**src/rtl/pipe_pkg.sv**
```systemverilog
// Shared definitions for the pipeline hazard controller: FSM state encodings
// and register-file constants.
package pipe_pkg;

  typedef enum logic [1:0] {
    ST_RUN    = 2'd0,
    ST_STALL  = 2'd1,
    ST_FREEZE = 2'd2
  } state_e;

  localparam int unsigned PIPE_REG_W = 5;
  localparam logic [PIPE_REG_W-1:0] ZERO_REG = '0;

endpackage

```
**src/rtl/sat_counter.sv**
```systemverilog
// Saturating up-counter with a synchronous clear that takes priority over
// the increment.
module sat_counter #(
  parameter int unsigned CNT_W = 16
) (
  input  logic             clk_i,
  input  logic             rst_i,
  input  logic             inc_i,
  input  logic             clr_i,
  output logic [CNT_W-1:0] cnt_o
);

  logic [CNT_W-1:0] cnt_q, cnt_d;

  always_comb begin
    cnt_d = cnt_q;
    if (clr_i) begin
      cnt_d = '0;
    end else if (inc_i && (cnt_q != '1)) begin
      cnt_d = cnt_q + CNT_W'(1);
    end
  end

  always_ff @(posedge clk_i or negedge rst_i) begin
    if (!rst_i) begin
      cnt_q <= '0;
    end else begin
      cnt_q <= cnt_d;
    end
  end

  assign cnt_o = cnt_q;

endmodule

```
**src/rtl/pipe_hazard_ctrl.sv**
```systemverilog
// Stall/flush/freeze controller for a 5-stage pipeline: load-use bubbles via a
// bubble-counter FSM, taken-branch squash, data-memory freeze, perf counters.
module pipe_hazard_ctrl
  import pipe_pkg::*;
#(
  parameter int unsigned REG_W      = PIPE_REG_W,
  parameter int unsigned LU_BUBBLES = 1,
  parameter int unsigned CNT_W      = 16
) (
  input  logic             clk_i,
  input  logic             rst_i,
  input  logic [REG_W-1:0] ifid_Rs_i,
  input  logic [REG_W-1:0] ifid_Rt_i,
  input  logic             ifid_UsesRt_i,
  input  logic             idex_MemRead_i,
  input  logic [REG_W-1:0] idex_Rt_i,
  input  logic             branch_taken_i,
  input  logic             dmem_busy_i,
  input  logic             cnt_clr_i,
  output logic             pc_write_o,
  output logic             ifid_stall_o,
  output logic             if_flush_o,
  output logic             idex_flush_o,
  output logic             pipe_freeze_o,
  output logic [1:0]       state_o,
  output logic [CNT_W-1:0] stall_cnt_o,
  output logic [CNT_W-1:0] flush_cnt_o
);

  state_e     state_q, state_d;
  state_e     saved_q, saved_d;
  state_e     eff_state;
  logic [2:0] bcnt_q, bcnt_d;
  logic       lu;
  logic       pc_write, ifid_stall, if_flush, idex_flush, pipe_freeze;
  logic       flush_evt;

  assign lu = idex_MemRead_i && (idex_Rt_i != REG_W'(ZERO_REG)) &&
              ((idex_Rt_i == ifid_Rs_i) ||
               (ifid_UsesRt_i && (idex_Rt_i == ifid_Rt_i)));

  // While frozen, behave as the state that was live when the freeze began.
  always_comb begin
    case (state_q)
      ST_STALL:  eff_state = ST_STALL;
      ST_FREEZE: eff_state = (saved_q == ST_STALL) ? ST_STALL : ST_RUN;
      default:   eff_state = ST_RUN;
    endcase
  end

  always_comb begin
    state_d     = eff_state;
    saved_d     = saved_q;
    bcnt_d      = bcnt_q;
    pc_write    = 1'b1;
    ifid_stall  = 1'b0;
    if_flush    = 1'b0;
    idex_flush  = 1'b0;
    pipe_freeze = 1'b0;
    flush_evt   = 1'b0;
    if (dmem_busy_i) begin
      state_d     = ST_FREEZE;
      saved_d     = eff_state;
      pc_write    = 1'b0;
      ifid_stall  = 1'b1;
      pipe_freeze = 1'b1;
    end else if (branch_taken_i) begin
      state_d    = ST_RUN;
      bcnt_d     = 3'd0;
      if_flush   = 1'b1;
      idex_flush = 1'b1;
      flush_evt  = 1'b1;
    end else if (eff_state == ST_STALL) begin
      pc_write   = 1'b0;
      ifid_stall = 1'b1;
      idex_flush = 1'b1;
      bcnt_d     = bcnt_q - 3'd1;
      if (bcnt_q <= 3'd1) begin
        state_d = ST_RUN;
        bcnt_d  = 3'd0;
      end
    end else if (lu) begin
      pc_write   = 1'b0;
      ifid_stall = 1'b1;
      idex_flush = 1'b1;
      if (LU_BUBBLES > 1) begin
        state_d = ST_STALL;
        bcnt_d  = 3'(LU_BUBBLES - 1);
      end
    end
  end

  always_ff @(posedge clk_i or negedge rst_i) begin
    if (!rst_i) begin
      state_q <= ST_RUN;
      saved_q <= ST_RUN;
      bcnt_q  <= 3'd0;
    end else begin
      state_q <= state_d;
      saved_q <= saved_d;
      bcnt_q  <= bcnt_d;
    end
  end

  // Reset forces every control low, including pc_write_o.
  assign pc_write_o    = rst_i & pc_write;
  assign ifid_stall_o  = rst_i & ifid_stall;
  assign if_flush_o    = rst_i & if_flush;
  assign idex_flush_o  = rst_i & idex_flush;
  assign pipe_freeze_o = rst_i & pipe_freeze;
  assign state_o       = state_q;

  sat_counter #(.CNT_W(CNT_W)) u_stall_cnt (
    .clk_i (clk_i),
    .rst_i (rst_i),
    .inc_i (~pc_write_o),
    .clr_i (cnt_clr_i),
    .cnt_o (stall_cnt_o)
  );

  sat_counter #(.CNT_W(CNT_W)) u_flush_cnt (
    .clk_i (clk_i),
    .rst_i (rst_i),
    .inc_i (rst_i & flush_evt),
    .clr_i (cnt_clr_i),
    .cnt_o (flush_cnt_o)
  );

endmodule

```
**config.mk**
```make
export PLATFORM = sky130hd
export DESIGN_NAME = pipe_hazard_ctrl
export DESIGN_NICKNAME = d
export VERILOG_FILES = /design/src/rtl/pipe_pkg.sv /design/src/rtl/sat_counter.sv /design/src/rtl/pipe_hazard_ctrl.sv
export SDC_FILE = /design/constraint.sdc
export NUM_CORES = 1
export LEC_CHECK = 0
export BUFFER_PORTS_ARGS = -buffer_cell sky130_fd_sc_hd__clkbuf_2
export CORE_MARGIN = 1.5
export CORE_UTILIZATION = 45
export DETAILED_ROUTE_END_ITERATION = 10
export HOLD_SLACK_MARGIN = 0.03
export PLACE_DENSITY = 0.71
export SYNTH_ARGS = -nofsm -noshare
export SYNTH_HDL_FRONTEND = slang
export SYNTH_SLANG_ARGS = --single-unit
```
**constraint.sdc**
```tcl
create_clock -name clk_i -period 2.7 [get_ports clk_i]
set_input_delay 0 -clock clk_i [delete_from_list [all_inputs] [get_ports clk_i]]
set_output_delay 0 -clock clk_i [all_outputs]
set_load 0.02 [all_outputs]
```
**After elaboration in Yosys (flattened, before gate mapping)**

Index checks and enable logic that the tools add are counted.

- Input port bits: 22
- Word-level logic and storage cells: 61
- Register bits after elaboration: 39

- Eq/ne operators: 8
- Order comparisons: 1
- Reductions and logical operators: 11
- Add/sub/neg operators: 3
- Multiplexer cells: 26
- Bitwise gates (word level): 7

Operator list:

| operator | count |
|---|---|
| 16-bit 2-to-1 mux | 4 |
| 16-bit by 1-bit adder with 16-bit output, second input constant | 2 |
| 16-bit != test, second input constant | 2 |
| 1-bit 2-to-1 mux | 14 |
| 5-bit == test | 2 |
| 3-bit 2-to-1 mux | 3 |
| 2-bit 2-to-1 mux | 4 |
| 2-bit by 1-bit == test with 1-bit output, second input constant | 3 |
| 2-bit nonzero test | 3 |
| 1-bit bitwise AND | 5 |
| 1-bit logical AND | 5 |
| 5-bit nonzero test | 1 |
| 3-bit by 1-bit <= comparator with 1-bit output, second input constant | 1 |
| 3-bit by 1-bit subtractor with 3-bit output, second input constant | 1 |
| 2-bit == test, second input constant | 1 |
| 1-bit NOT | 2 |
| 1-bit one-hot mux with 2 select lines | 1 |
| 2-bit AND reduction | 1 |
| 1-bit logical OR | 1 |

**Longest topological paths before layout**

- Word-level depth: 13
- Mapped depth: 11

**Hierarchy**

Synthesis repeated with hierarchy kept, for this count alone.

- Cells, all modules: 261
- Area, all modules: 2436.1 um^2

Modules (own cells, without submodules):

| module | area an instance (um^2) | instances | cells each |
|---|---|---|---|
| sat_counter | 942.2 | 2 | 98 |
| pipe_hazard_ctrl | 551.8 | 1 | 65 |

**Worst setup path after synthesis**

Ideal clock, no wire load.

- Path kind: register to register
- Start point: register u_stall_cnt.cnt_q[0], in the netlist u_stall_cnt.cnt_o[0]
- End point: register u_stall_cnt.cnt_q[15], in the netlist u_stall_cnt.cnt_o[15]
- Arrival time: 2296 ps
- Setup time: 128 ps
- Clock period less this slack: 2424 ps
- Stages on the path, launching flop included: 10
- Setup slack: 276 ps
- Cells stage by stage: dfrtp_1 ha_1 nand3_1 nor2_1 and3_1 or4_1 and2_4 buf_6 nor4_1 mux2_1

- Word-level cells in the longest chain between the ends: 3
- Elaborated cells on any way between the ends: 6
- Classes of those cells: add/sub (1); eq/ne (1); mux (2); reduce/logical (2)

Ends and longest elaborated chain:

| element | RTL line | text |
|---|---|---|
| from (decl) | sat_counter.sv:13 | `logic [CNT_W-1:0] cnt_q, cnt_d;` |
| from (signal assigned) | sat_counter.sv:28 | `cnt_q <= cnt_d;` |
| 16-bit by 1-bit adder with 16-bit output / 16-bit != test (equally long branches) | sat_counter.sv:20, sat_counter.sv:19 |  |
| 16-bit 2-to-1 mux / 1-bit logical AND (equally long branches) | sat_counter.sv:19 | `end else if (inc_i && (cnt_q != '1)) begin` |
| 16-bit 2-to-1 mux / 2-bit nonzero test (equally long branches) | n/a |  |

Several ways; a longest one is shown, not always the timed one. The select of a mux whose other input is x is not followed.
A chain may end at the register's enable or synchronous reset.

**Worst setup path in the final report**

Same ends and word-level chain as after synthesis.

==> metrics.yaml <==
clock.fmax_mhz: 405
violations: "DRC"
reg2regPathDepth: 8
finalNetCount: 318
min_period_over_period_pct: 91.4
p_per_area_mw_per_mm2: 423
drcViolationCount: 1
swShare_pct: 24.4
p_clk_share_pct: 35.0
setup_tns_ns: 0
cts-buffers-inserted: 5
initial_core_util_pct: 47.7
crit_path_start_kind: "flop"
pwr-share-seq_pct: 54.0
post-place-ws_ns: 0.235
crit_required_ns: 2.87
stdcell_area_sq_mm: 0.00256
rrSetupSlack_ns: 0.23
slew_headroom_pct: 57.0
drive_above_1_share_pct: 25.6
final_util_pct: 57.5
die_y_um: 71.7
finalClockSkew_ns: 0.00819
syn_area_sq_mm: 0.00212
p_leak_nw: 1.20
arrival_ns: 2.64
hpwlAfterDp_um: 3360
worstHoldPathType: "primary input to asynchronous set/reset pin"
core-area_sq_mm: 0.00444
path_class: "flop to flop"
grt_pass1_wl_um: 7690
cts_tree: "yes"
synth_fp_nets: 257
rr_startpoint: "u_stall_cnt.cnt_o[0]"
rsz0062_at_grt: "no"
dr.pass1.iters: 10
drv_cap: 0
setup_ws_ns: 0.231
crit_buf_inv: 0
area_delta_synth_final_pct: 20.5
drtIter0Drc: 112
setup_viol: 0
synthTopCellsByArea: "dfrtp_1 45%, xor2_1 9.1%, nor2_1 5.5%"
place_area_sq_mm: 0.00245
grt_util_all_layers_pct: 18.8
cp_slowest_stage_delay_ns: 0.43
clk_pin_slew_ns: 0.07
path_depth: 8
port_buffers: 60
p_comb_share_pct: 11.0
finalPower_mw: 1.08
critPathTopFamily: "simple AND/OR/NAND/NOR gates"
worstMarginPinSlew_ns: 0.645
clk_root_buffer_cell: "clkbuf_8"
place.gp.congestion: 0.791
endpoint: "u_stall_cnt.cnt_o[15]"
worstSetupStartpoint: "u_stall_cnt.cnt_o[0]"
ys_seq_area_share_pct: 44.8
num_rows: 24
syn-instance-count: 229
p_int_mw: 0.816
synth.distinct_cells: 37
yosysWarningCount: 0
peakVddDrop_uv: 250
die_w_um: 71.7
viasPerCell: 5.38
critical_path.max_fanout: 27
wl_per_cell_um: 13.5
worst_path_max_delay_cell: "or4_1"
diodes: 0
via_count: 1834
clockBufferDepth: 2
outcome: "complete, but fails checks"
ant_nets: 0
clk_latency_ns: 0.29
rr_endpoint: "u_stall_cnt.cnt_o[15]"
synth_top_area_share_pct: 44.8
clock_sinks: 38
grt_max_degree: 34
io_pins: 61
endpoint_kind: "flop"
crit_chain: "ha_1, nand3_1, nor2_1, and3_1, or4_1, and2_4, nor4_1, mux2_1"
htree_num_levels: 2
antenna_found_initial: 0
finalHoldViolCount: 0
p_sw_mw: 0.264
min_period_ns: 2.47
wl_um: 4590
synthFlopType: "dfrtp_1"
fp.dieArea_sq_mm: 0.00514
drv_slew: 0
ys_ff_latch: 38
grt_pass1_vias: 1690
syn_avg_cell_area_sq_um: 9.27
synth_edf_count: 0
ys_async_sr_fraction_pct: 100
yosysTopAreaCell: "dfrtp_1"
grt_overflow: 0
[cell usage in the layout (no fill, tap or decap)]
cell	n
a21boi_0	1
a21oi_1	18
a32oi_1	1
a41oi_1	1
and2_1	1
and2_4	1
and3_1	4
and4_1	4
buf_4	3
clkbuf_2	60
clkbuf_8	6
dfrtp_1	38
dlygate4sd3_1	2
ha_1	6
inv_1	7
mux2_1	1
mux2_2	1
mux2i_1	2
nand2_1	12
nand2b_1	1
nand3_1	10
nand3b_1	1
nand4_1	8
nor2_1	31
nor2b_1	1
nor3_1	2
nor4_1	1
nor4_2	1
o21a_1	1
o21ai_0	6
o21ai_1	7
o21bai_1	1
o31ai_1	7
or2_2	2
or3_1	6
or4_1	8
xnor2_1	4
xor2_1	22
[layout make-up]
type,instances,area (sq um)
Inverter,7,26.3
Timing Repair Buffer,65,343
Sequential cell,38,951
Clock buffer,6,82.6
Fill cell,432,1890
Tap cell,52,65.1
Multi-Input combinational cell,173,1090
[sequential cells by signal (all words and copies together), names as in the netlist]
register	cells
u_flush_cnt.cnt_o	16
u_stall_cnt.cnt_o	16
bcnt_q	3
state_o	2
saved_q	1
[worst min path at each step]
stage,to,slack (ns),startpoint,depth (start not counted)
finish,bcnt_q[0],0.15,rst_i,2
detailed placement,bcnt_q[0],-0.11,rst_i,1
floorplan,bcnt_q[0],-0.30,rst_i,0
CTS,state_o[0],0.13,branch_taken_i,4
global placement,bcnt_q[0],-0.11,rst_i,1
global route,state_o[0],0.16,branch_taken_i,4
[power by group through the flow]
stage          logic [mW]  clock network (mW)  registers [mW]
4_1_cts             0.121               0.389           0.583
2_1_floorplan      0.0580                   0           0.601
3_5_place_dp        0.118                   0           0.594
6_report            0.119               0.378           0.584
3_3_place_gp        0.117                   0           0.593
5_1_grt             0.132               0.420           0.584
[synth_stat cells (all sizes together), types with 2 or more instances]
cell type / count
inv: 7
nor3: 2
a21oi: 18
and2: 2
or3: 6
nand3: 10
buf: 3
and3: 4
o21ai: 13
dfrtp: 38
or4: 8
nor4: 2
mux2i: 2
ha: 6
clkbuf: 8
nand2: 12
and4: 4
or2: 2
nor2: 31
o31ai: 7
mux2: 2
xor2: 22
xnor2: 4
nand4: 8
[cells by family (layout without fill, tap and decap cells)]
kind of cell | after synthesis | count (layout) | synth area share [%]
flip-flops | 38 | 38 | 44.8
XOR/XNOR | 26 | 26 | 10.7
adder cells (fa/ha/maj) | 6 | 6 | 3.54
buffers and inverters | 18 | 78 | 3.89
AND/OR/NAND/NOR | 94 | 94 | 23.3
AO/OA/AOI/OAI | 43 | 43 | 11.7
multiplexers | 4 | 4 | 2.00
[per-layer routing]
layer	track usage (%)	wire length (um)	up-vias
li1	-	-	925
met1	25.6	2130	861
met2	29.8	2170	44
met3	4.08	241	4
met4	6.50	51	0
met5	0	0	-
[through the flow]
step	hold slack, ns	cells
finish	0.146	341
floorplan	-0.296	229
global placement	-0.108	333
detailed placement	-0.106	333
CTS	0.130	341
global route	0.164	341
[timing repair]
action                                  CTS  global route
hold endpoints to repair                 39             0
endpoints found under the setup margin    0             0
gates resized for setup                   0             0
setup buffers                             0             0
hold buffers                              2             0
No activity file was read; power rests on OpenSTA's default activity.
